File: src/rtl/kypd_scanner.sv
// 4x4 keypad matrix scanner: column drive, row sampling, whole-scan debounce.
// Optional build macro KYPD_HOLD_LAST_EN keeps the last pressed code on release.
module kypd_scanner #(
  parameter int unsigned SCAN_DIV       = 50000,
  parameter int unsigned DEBOUNCE_SCANS = 4
) (
  input  logic       clk_i,
  input  logic       rst_i,
  input  logic [3:0] row_i,
  output logic [3:0] col_o,
  output logic [3:0] key_value_o,
  output logic       key_valid_o,
  output logic       key_press_o
);

  typedef enum logic [1:0] {
    COL0 = 2'd0,
    COL1 = 2'd1,
    COL2 = 2'd2,
    COL3 = 2'd3
  } col_state_e;

  localparam logic [15:0] DIV_LAST = 16'(SCAN_DIV - 1);
  localparam logic [3:0]  DB_MAX   = 4'(DEBOUNCE_SCANS);

  col_state_e  state_q, state_d;
  logic [15:0] cnt_q, cnt_d;
  logic [3:0]  row_s1_q, row_s2_q;
  logic        scan_hit_q, scan_hit_d;
  logic [3:0]  scan_code_q, scan_code_d;
  logic [4:0]  prev_q, prev_d;
  logic [3:0]  stab_q, stab_d;
  logic        cmt_valid_q, cmt_valid_d;
  logic [3:0]  cmt_code_q, cmt_code_d;
  logic [3:0]  value_q, value_d;
  logic        press_q, press_d;

  logic        tc;
  logic        row_hit;
  logic [1:0]  row_idx;
  logic        res_hit;
  logic [3:0]  res_code;

  function automatic logic [3:0] key_code(input logic [1:0] r, input logic [1:0] c);
    logic [3:0] k;
    case ({r, c})
      4'h0:    k = 4'h1;
      4'h1:    k = 4'h2;
      4'h2:    k = 4'h3;
      4'h3:    k = 4'hA;
      4'h4:    k = 4'h4;
      4'h5:    k = 4'h5;
      4'h6:    k = 4'h6;
      4'h7:    k = 4'hB;
      4'h8:    k = 4'h7;
      4'h9:    k = 4'h8;
      4'hA:    k = 4'h9;
      4'hB:    k = 4'hC;
      4'hC:    k = 4'h0;
      4'hD:    k = 4'hF;
      4'hE:    k = 4'hE;
      default: k = 4'hD;
    endcase
    return k;
  endfunction

  assign col_o       = ~(4'b0001 << state_q);
  assign key_value_o = value_q;
  assign key_valid_o = cmt_valid_q;
  assign key_press_o = press_q;

  always_comb begin
    state_d     = state_q;
    cnt_d       = cnt_q;
    scan_hit_d  = scan_hit_q;
    scan_code_d = scan_code_q;
    prev_d      = prev_q;
    stab_d      = stab_q;
    cmt_valid_d = cmt_valid_q;
    cmt_code_d  = cmt_code_q;
    value_d     = value_q;
    press_d     = 1'b0;

    tc      = (cnt_q == DIV_LAST);
    row_hit = ~&row_s2_q;
    if (!row_s2_q[0])      row_idx = 2'd0;
    else if (!row_s2_q[1]) row_idx = 2'd1;
    else if (!row_s2_q[2]) row_idx = 2'd2;
    else                   row_idx = 2'd3;

    // First hit of the scan wins; later hits are ignored
    res_hit  = scan_hit_q;
    res_code = scan_code_q;
    if (!scan_hit_q && row_hit) begin
      res_hit  = 1'b1;
      res_code = key_code(row_idx, state_q);
    end

    if (tc) begin
      cnt_d   = 16'd0;
      state_d = col_state_e'(state_q + 2'd1);
      if (state_q == COL3) begin
        scan_hit_d  = 1'b0;
        scan_code_d = 4'h0;
        prev_d      = {res_hit, res_code};
        if ({res_hit, res_code} == prev_q)
          stab_d = (stab_q >= DB_MAX) ? DB_MAX : stab_q + 4'd1;
        else
          stab_d = 4'd1;
        if (stab_d == DB_MAX && (res_hit != cmt_valid_q || res_code != cmt_code_q)) begin
          cmt_valid_d = res_hit;
          cmt_code_d  = res_code;
          press_d     = res_hit;
`ifdef KYPD_HOLD_LAST_EN
          if (res_hit) value_d = res_code;
`else
          value_d = res_code;
`endif
        end
      end else begin
        scan_hit_d  = res_hit;
        scan_code_d = res_code;
      end
    end else begin
      cnt_d = cnt_q + 16'd1;
    end
  end

  always_ff @(posedge clk_i or posedge rst_i) begin
    if (rst_i) begin
      state_q     <= COL0;
      cnt_q       <= 16'd0;
      row_s1_q    <= 4'hF;
      row_s2_q    <= 4'hF;
      scan_hit_q  <= 1'b0;
      scan_code_q <= 4'h0;
      prev_q      <= 5'd0;
      stab_q      <= 4'd0;
      cmt_valid_q <= 1'b0;
      cmt_code_q  <= 4'h0;
      value_q     <= 4'h0;
      press_q     <= 1'b0;
    end else begin
      state_q     <= state_d;
      cnt_q       <= cnt_d;
      row_s1_q    <= row_i;
      row_s2_q    <= row_s1_q;
      scan_hit_q  <= scan_hit_d;
      scan_code_q <= scan_code_d;
      prev_q      <= prev_d;
      stab_q      <= stab_d;
      cmt_valid_q <= cmt_valid_d;
      cmt_code_q  <= cmt_code_d;
      value_q     <= value_d;
      press_q     <= press_d;
    end
  end

endmodule

File: config.mk
export PLATFORM = sky130hd
export DESIGN_NAME = kypd_scanner
export DESIGN_NICKNAME = d
export VERILOG_FILES = /design/src/rtl/kypd_scanner.sv
export SDC_FILE = /design/constraint.sdc
export NUM_CORES = 1
export LEC_CHECK = 0
export ABC_CLOCK_PERIOD_IN_PS = 7600
export CORE_ASPECT_RATIO = 0.7
export CORE_MARGIN = 2
export CORE_UTILIZATION = 42
export DETAILED_ROUTE_END_ITERATION = 8
export PLACE_DENSITY_LB_ADDON = 0.3
export SYNTH_ARGS = -nofsm -noshare
export SYNTH_HDL_FRONTEND = slang
export SYNTH_SLANG_ARGS = --single-unit
File: constraint.sdc
create_clock -name clk_i -period 7.6 [get_ports clk_i]
set_input_delay 1.52 -clock clk_i [delete_from_list [all_inputs] [get_ports clk_i]]
set_output_delay 1.52 -clock clk_i [all_outputs]
set_load 0.03 [all_outputs]
==> results of run 1 <==
stage by stage:
stage | hold WS [ps] | power [mW] | area, um2 | setup WS (ps)
after floorplan | 345 | 0.268 | 2340 | 5010
after global placement | 345 | 0.275 | 2570 | 4530
after detailed placement | 347 | 0.275 | 2570 | 4510
after CTS | 360 | 0.422 | 2660 | 4180
after global routing | 363 | 0.437 | 2660 | 4110
final | 359 | 0.416 | 2660 | 4200
state kept, by name, indices dropped and copies added, names as in the netlist:
name and count:
cnt_q 16, key_press_o 1, key_valid_o 1, key_value_o 4, prev_q 5, row_s1_q 4, row_s2_q 4, scan_code_q 4
scan_hit_q 1, stab_q 4, state_q 2
power by group:
part | total, mW | leakage [nW] | switching, mW | internal [mW]
logic | 0.0196 | 0.579 | 0.0123 | 0.00726
registers | 0.250 | 0.601 | 0.00200 | 0.248
clock network | 0.146 | 0.0452 | 0.0812 | 0.0649
total | 0.416 | 1.22 | 0.0955 | 0.321
cell usage after synthesis (4+ instances only):
cell type	number	area share [%]
a21oi_1	5	1.1
dfrtp_1	38	41
dfstp_2	8	9.0
ha_1	8	4.3
inv_1	10	1.6
mux2_2	6	2.9
nand2_1	15	2.4
nand3_1	14	3.0
nor2_1	17	2.7
nor4_1	4	1.1
o21ai_0	15	3.2
xnor2_1	10	3.7
xor2_1	18	6.7
metal layers:
metal  part of all wire, %  vias to the layer above
li1                      -                      796
met1                    55                      767
met2                    41                       16
met3                   3.0                        5
met4                   1.1                        0
met5                     0                        -
final timing paths:
path	startpoint	to	slack [ps]
max	state_q[0]	col_o[3]	4200
min	row_s1_q[2]	row_s2_q[2]	360
max reg2reg	row_s2_q[2]	key_value_o[3]	4720
min reg2reg	row_s1_q[2]	row_s2_q[2]	360
max in group asynchronous	rst_i	prev_q[4]	5250
min in group asynchronous	rst_i	stab_q[0]	1760
final cells by class:
class	count	share of cell area, %
Sequential cell	46	43.7
Multi-Input combinational cell	157	42.3
Timing Repair Buffer	16	5.93
Tap cell	72	3.39
Clock buffer	6	2.73
Inverter	10	1.41
Clock inverter	2	0.518
cell families after synthesis:
group                    after synthesis  synth area share (%)
AO/OA/AOI/OAI                         34                  9.30
XOR/XNOR                              28                  10.5
adder cells (fa/ha/maj)                8                  4.28
buffers and inverters                 14                  2.57
flip-flops                            46                  49.6
multiplexers                          11                  5.19
AND/OR/NAND/NOR                       76                  18.6
==> results.yml, run 1 <==
setup_path:
  path_delay_family: "buffers and inverters"
  path_max_fanout: 6
  timing.critical_path.buf_inv: 2
  worstPathCellList: "ha_1, inv_1, clkdlybuf4s50_1"
  cp.arrival_ps: 1880
  r2r_cells: 7
  crit_path_top_delay_cell: "clkdlybuf4s50_1"
  path_depth: 3
  crit_required_ps: 6080
  endpoint_kind: "primary output"
  max_stage_delay_ps: 700
  setup.worst_path.class: "reg -> out"
  cp-start-kind: "flip-flop"
synthesis:
  synth_seq_cells: 46
  synth-edff-count: 0
  synth_area_um2: 2340
  syn_avg_cell_area_um2: 10.8
  syn_nets: 231
  syn-instance-count: 217
  async_reset_ff_share_pct: 100
  synth_cell_types: 45
  synth_warnings: 0
  yosys_most_used_dff: "dfrtp_1"
  seq_area_frac_synth_pct: 49.6
timing:
  hold_viol_final: 0
  tns_ps: 0
  relSlewSlack_pct: 36.8
  setup_viol: 0
  fin_skew_ps: 10.1
  rsz0062_at_grt: "no"
  post-route-period-util_pct: 44.7
  worstMarginPinSlew_ps: 947
  period_needed_ps: 3400
  drv_slew: 0
  max_freq_mhz: 294
placed_design:
  dp_cells: 301
  port_buffers: 15
  gp_congestion: 0.793
  dpl.hpwl_mm: 3.12
cts:
  cts_sinks: 46
  post-cts-setup-buffers: 0
  cts_buffers: 5
  cts_resized: 0
  cts.path.max_buffers: 2
  clkLatencyLatePin_ps: 300
  ctsHoldBuffers: 0
  h-tree-depth: 2
  cts_tree: "built"
  clk_pin_slew_ps: 90
  clock-root-buffer: "clkbuf_8"
detailed_routing:
  wl_mm: 4.29
  drc_errors: 0
  dr.pass1.iters: 4
  wire_per_inst_um: 13.9
  vias: 1584
  ant_nets: 0
  drtIter0Drc: 69
  viasPerCell: 5.13
grt:
  grt_util_met1_pct: 24.6
  use_met2_pct: 22.7
  gr-total-overflow: 0
  first_global_vias: 1515
  grt_usage_pct: 16.3
  globalRouteMet3Util_pct: 3.76
  antenna_found_initial: 0
  grt_max_degree: 47
  grt_pass1_wl_mm: 7.60
  top_usage_layer: "met1"
floorplan:
  core_area_um2: 5310
  die_h_um: 66.4
  die_w_um: 93.2
  start_util_pct: 44.0
  rows: 22
  ios: 16
  dieArea_um2: 6190
power_and_ir_drop:
  power_density_nw_per_um2: 157
  ir_worst_vdd_uv: 71.5
  p_leak_nw: 1.22
hold_path:
  hold_class: "reg -> reg"
  min_path_cells: 0
cells_and_area:
  nNetsFinal: 250
  final_cells: 309
  multi_input_area_um2: 1120
  final-seq-area_um2: 1160
  layout_common_cells: "dfrtp_1 (38), xor2_1 (18), nor2_1 (17)"
  fillers: 489
  drive_gt1_share_pct: 14.3
  layout_commonest_cell: "dfrtp_1"
  diodes: 0
  syn_to_final_growth_pct: 13.6
  final_util_pct: 50.0
flow_run:
  cap_violations: 0
status:
  status: "finished clean"
(Power assumes the default switching activity.)
==> run 2, diff against run 1 <==
Settings changed: ABC_CLOCK_PERIOD_IN_PS 7600 to 3500.
Clock period 7.6 ns to 3.5 ns, I/O delays scaled along.
==> results.yml, run 2 (synthesized netlist as in run 1, its figures left out) <==
detailed_routing:
  wl_mm: 4.52
  viasPerCell: 5.14
  drtIter0Drc: 71
  dr.pass1.iters: 4
  wire_per_inst_um: 14.6
  ant_nets: 0
  vias: 1588
  drc_errors: 0
cts:
  h-tree-depth: 2
  clkLatencyLatePin_ps: 300
  cts_buffers: 5
  cts_resized: 0
  clock-root-buffer: "clkbuf_8"
  clk_pin_slew_ps: 90
  ctsHoldBuffers: 0
  cts.path.max_buffers: 2
  post-cts-setup-buffers: 0
  cts_sinks: 46
  cts_tree: "built"
timing:
  period_needed_ps: 2930
  hold_viol_final: 0
  fin_ws_ps: 570
  worstMarginPinSlew_ps: 932
  tns_ps: 0
  setup_viol: 0
  post-route-period-util_pct: 83.7
  max_freq_mhz: 341
  relSlewSlack_pct: 37.8
  drv_slew: 0
  fin_skew_ps: 5.65
  rsz0062_at_grt: "no"
  hold_ws_ps: 360
power_and_ir_drop:
  p_leak_nw: 1.22
  ir_worst_vdd_uv: 217
  power.total_uw: 910
  power_density_nw_per_um2: 343
placed_design:
  gp_congestion: 0.839
  port_buffers: 15
  dpl.hpwl_mm: 3.32
  pre_cts_ws_ps: 624
setup_path:
  rr_endpoint: "key_value_o[1]"
  endpoint_kind: "flip-flop"
  r2r_slack_ps: 570
  cp.arrival_ps: 3110
  crit_required_ps: 3680
  r2r_start: "state_q[0]"
  setup.worst_path.class: "reg -> reg"
  r2r_cells: 9
  path_max_fanout: 6
  cp-start-kind: "flip-flop"
hold_path:
  min_path_cells: 0
  hold_end: "row_s2_q[1]"
  hold_class: "reg -> reg"
  min_from: "row_s1_q[1]"
cells_and_area:
  regMostFlops: "cnt_q"
  multi_input_area_um2: 1120
  drive_gt1_share_pct: 14.3
  diodes: 0
  final_util_pct: 50.0
  final-seq-area_um2: 1160
  reg.largest.list: "cnt_q (16), prev_q (5)"
  fillers: 467
  syn_to_final_growth_pct: 13.6
  nNetsFinal: 250
  largest_register_ffs: 16
  layout_common_cells: "dfrtp_1 (38), xor2_1 (18), nor2_1 (17)"
  layout_commonest_cell: "dfrtp_1"
floorplan:
  rows: 22
  ios: 16
  dieArea_um2: 6190
  start_util_pct: 44.0
  die_w_um: 93.2
  core_area_um2: 5310
  die_h_um: 66.4
grt:
  grt_usage_pct: 16.6
  grt_max_degree: 47
  gr-total-overflow: 0
  grt_pass1_wl_mm: 7.94
  first_global_vias: 1566
  antenna_found_initial: 0
flow_run:
  cap_violations: 0
status:
  status: "finished clean"
-- run 2: cell counts in the layout (fill, tap and decap cells not counted) --
Identical to the previous run, type by type.
-- run 2: how the worst max path moves through the flow --
stage                     from        endpoint  slack, ps
global placement    state_q[0]  key_value_o[1]        580
global route        state_q[0]     key_valid_o        370
floorplan             cnt_q[5]  key_value_o[3]        940
CTS                 state_q[0]     key_valid_o        590
detailed placement  state_q[0]     key_valid_o        620
finish              state_q[0]  key_value_o[1]        570
-- run 2: through the flow --
stage	area [um2]	std cells
after floorplan	2340	217
after global placement	2570	301
after detailed placement	2570	301
after CTS	2660	309
after global routing	2660	309
final	2660	309
-- run 2: critical path: stages (launching register included) --
cell and delay, ps:
dfrtp_1 480, inv_1 190, ha_1 380, mux2i_1 90, a221oi_1 560, xnor2_1 180, a21oi_1 90, nor4_1 410
nor2_2 100, mux2_1 330
-- run 2: power breakdown --
group / switching [mW] / internal [mW]
Sequential: 0.00417 / 0.540
Clock: 0.183 / 0.141
Combinational: 0.0265 / 0.0158
-- run 2: metal layers --
metal	vias to the layer above	track usage [%]	part of all wire [%]
met1	761	27.1	55
met2	32	22.0	40
met4	0	3.49	0.33
met5	-	0	0
met3	2	3.53	4.6
li1	793	-	-
-- run 2: final cells by class --
class                      instances  share of cell area [%]
sequential                        46                    43.7
multi-input combinational        157                    42.3
timing repair buffer              16                    5.93
tap                               72                    3.39
clock buffer                       6                    2.73
inverter                          10                    1.41
clock inverter                     2                   0.518
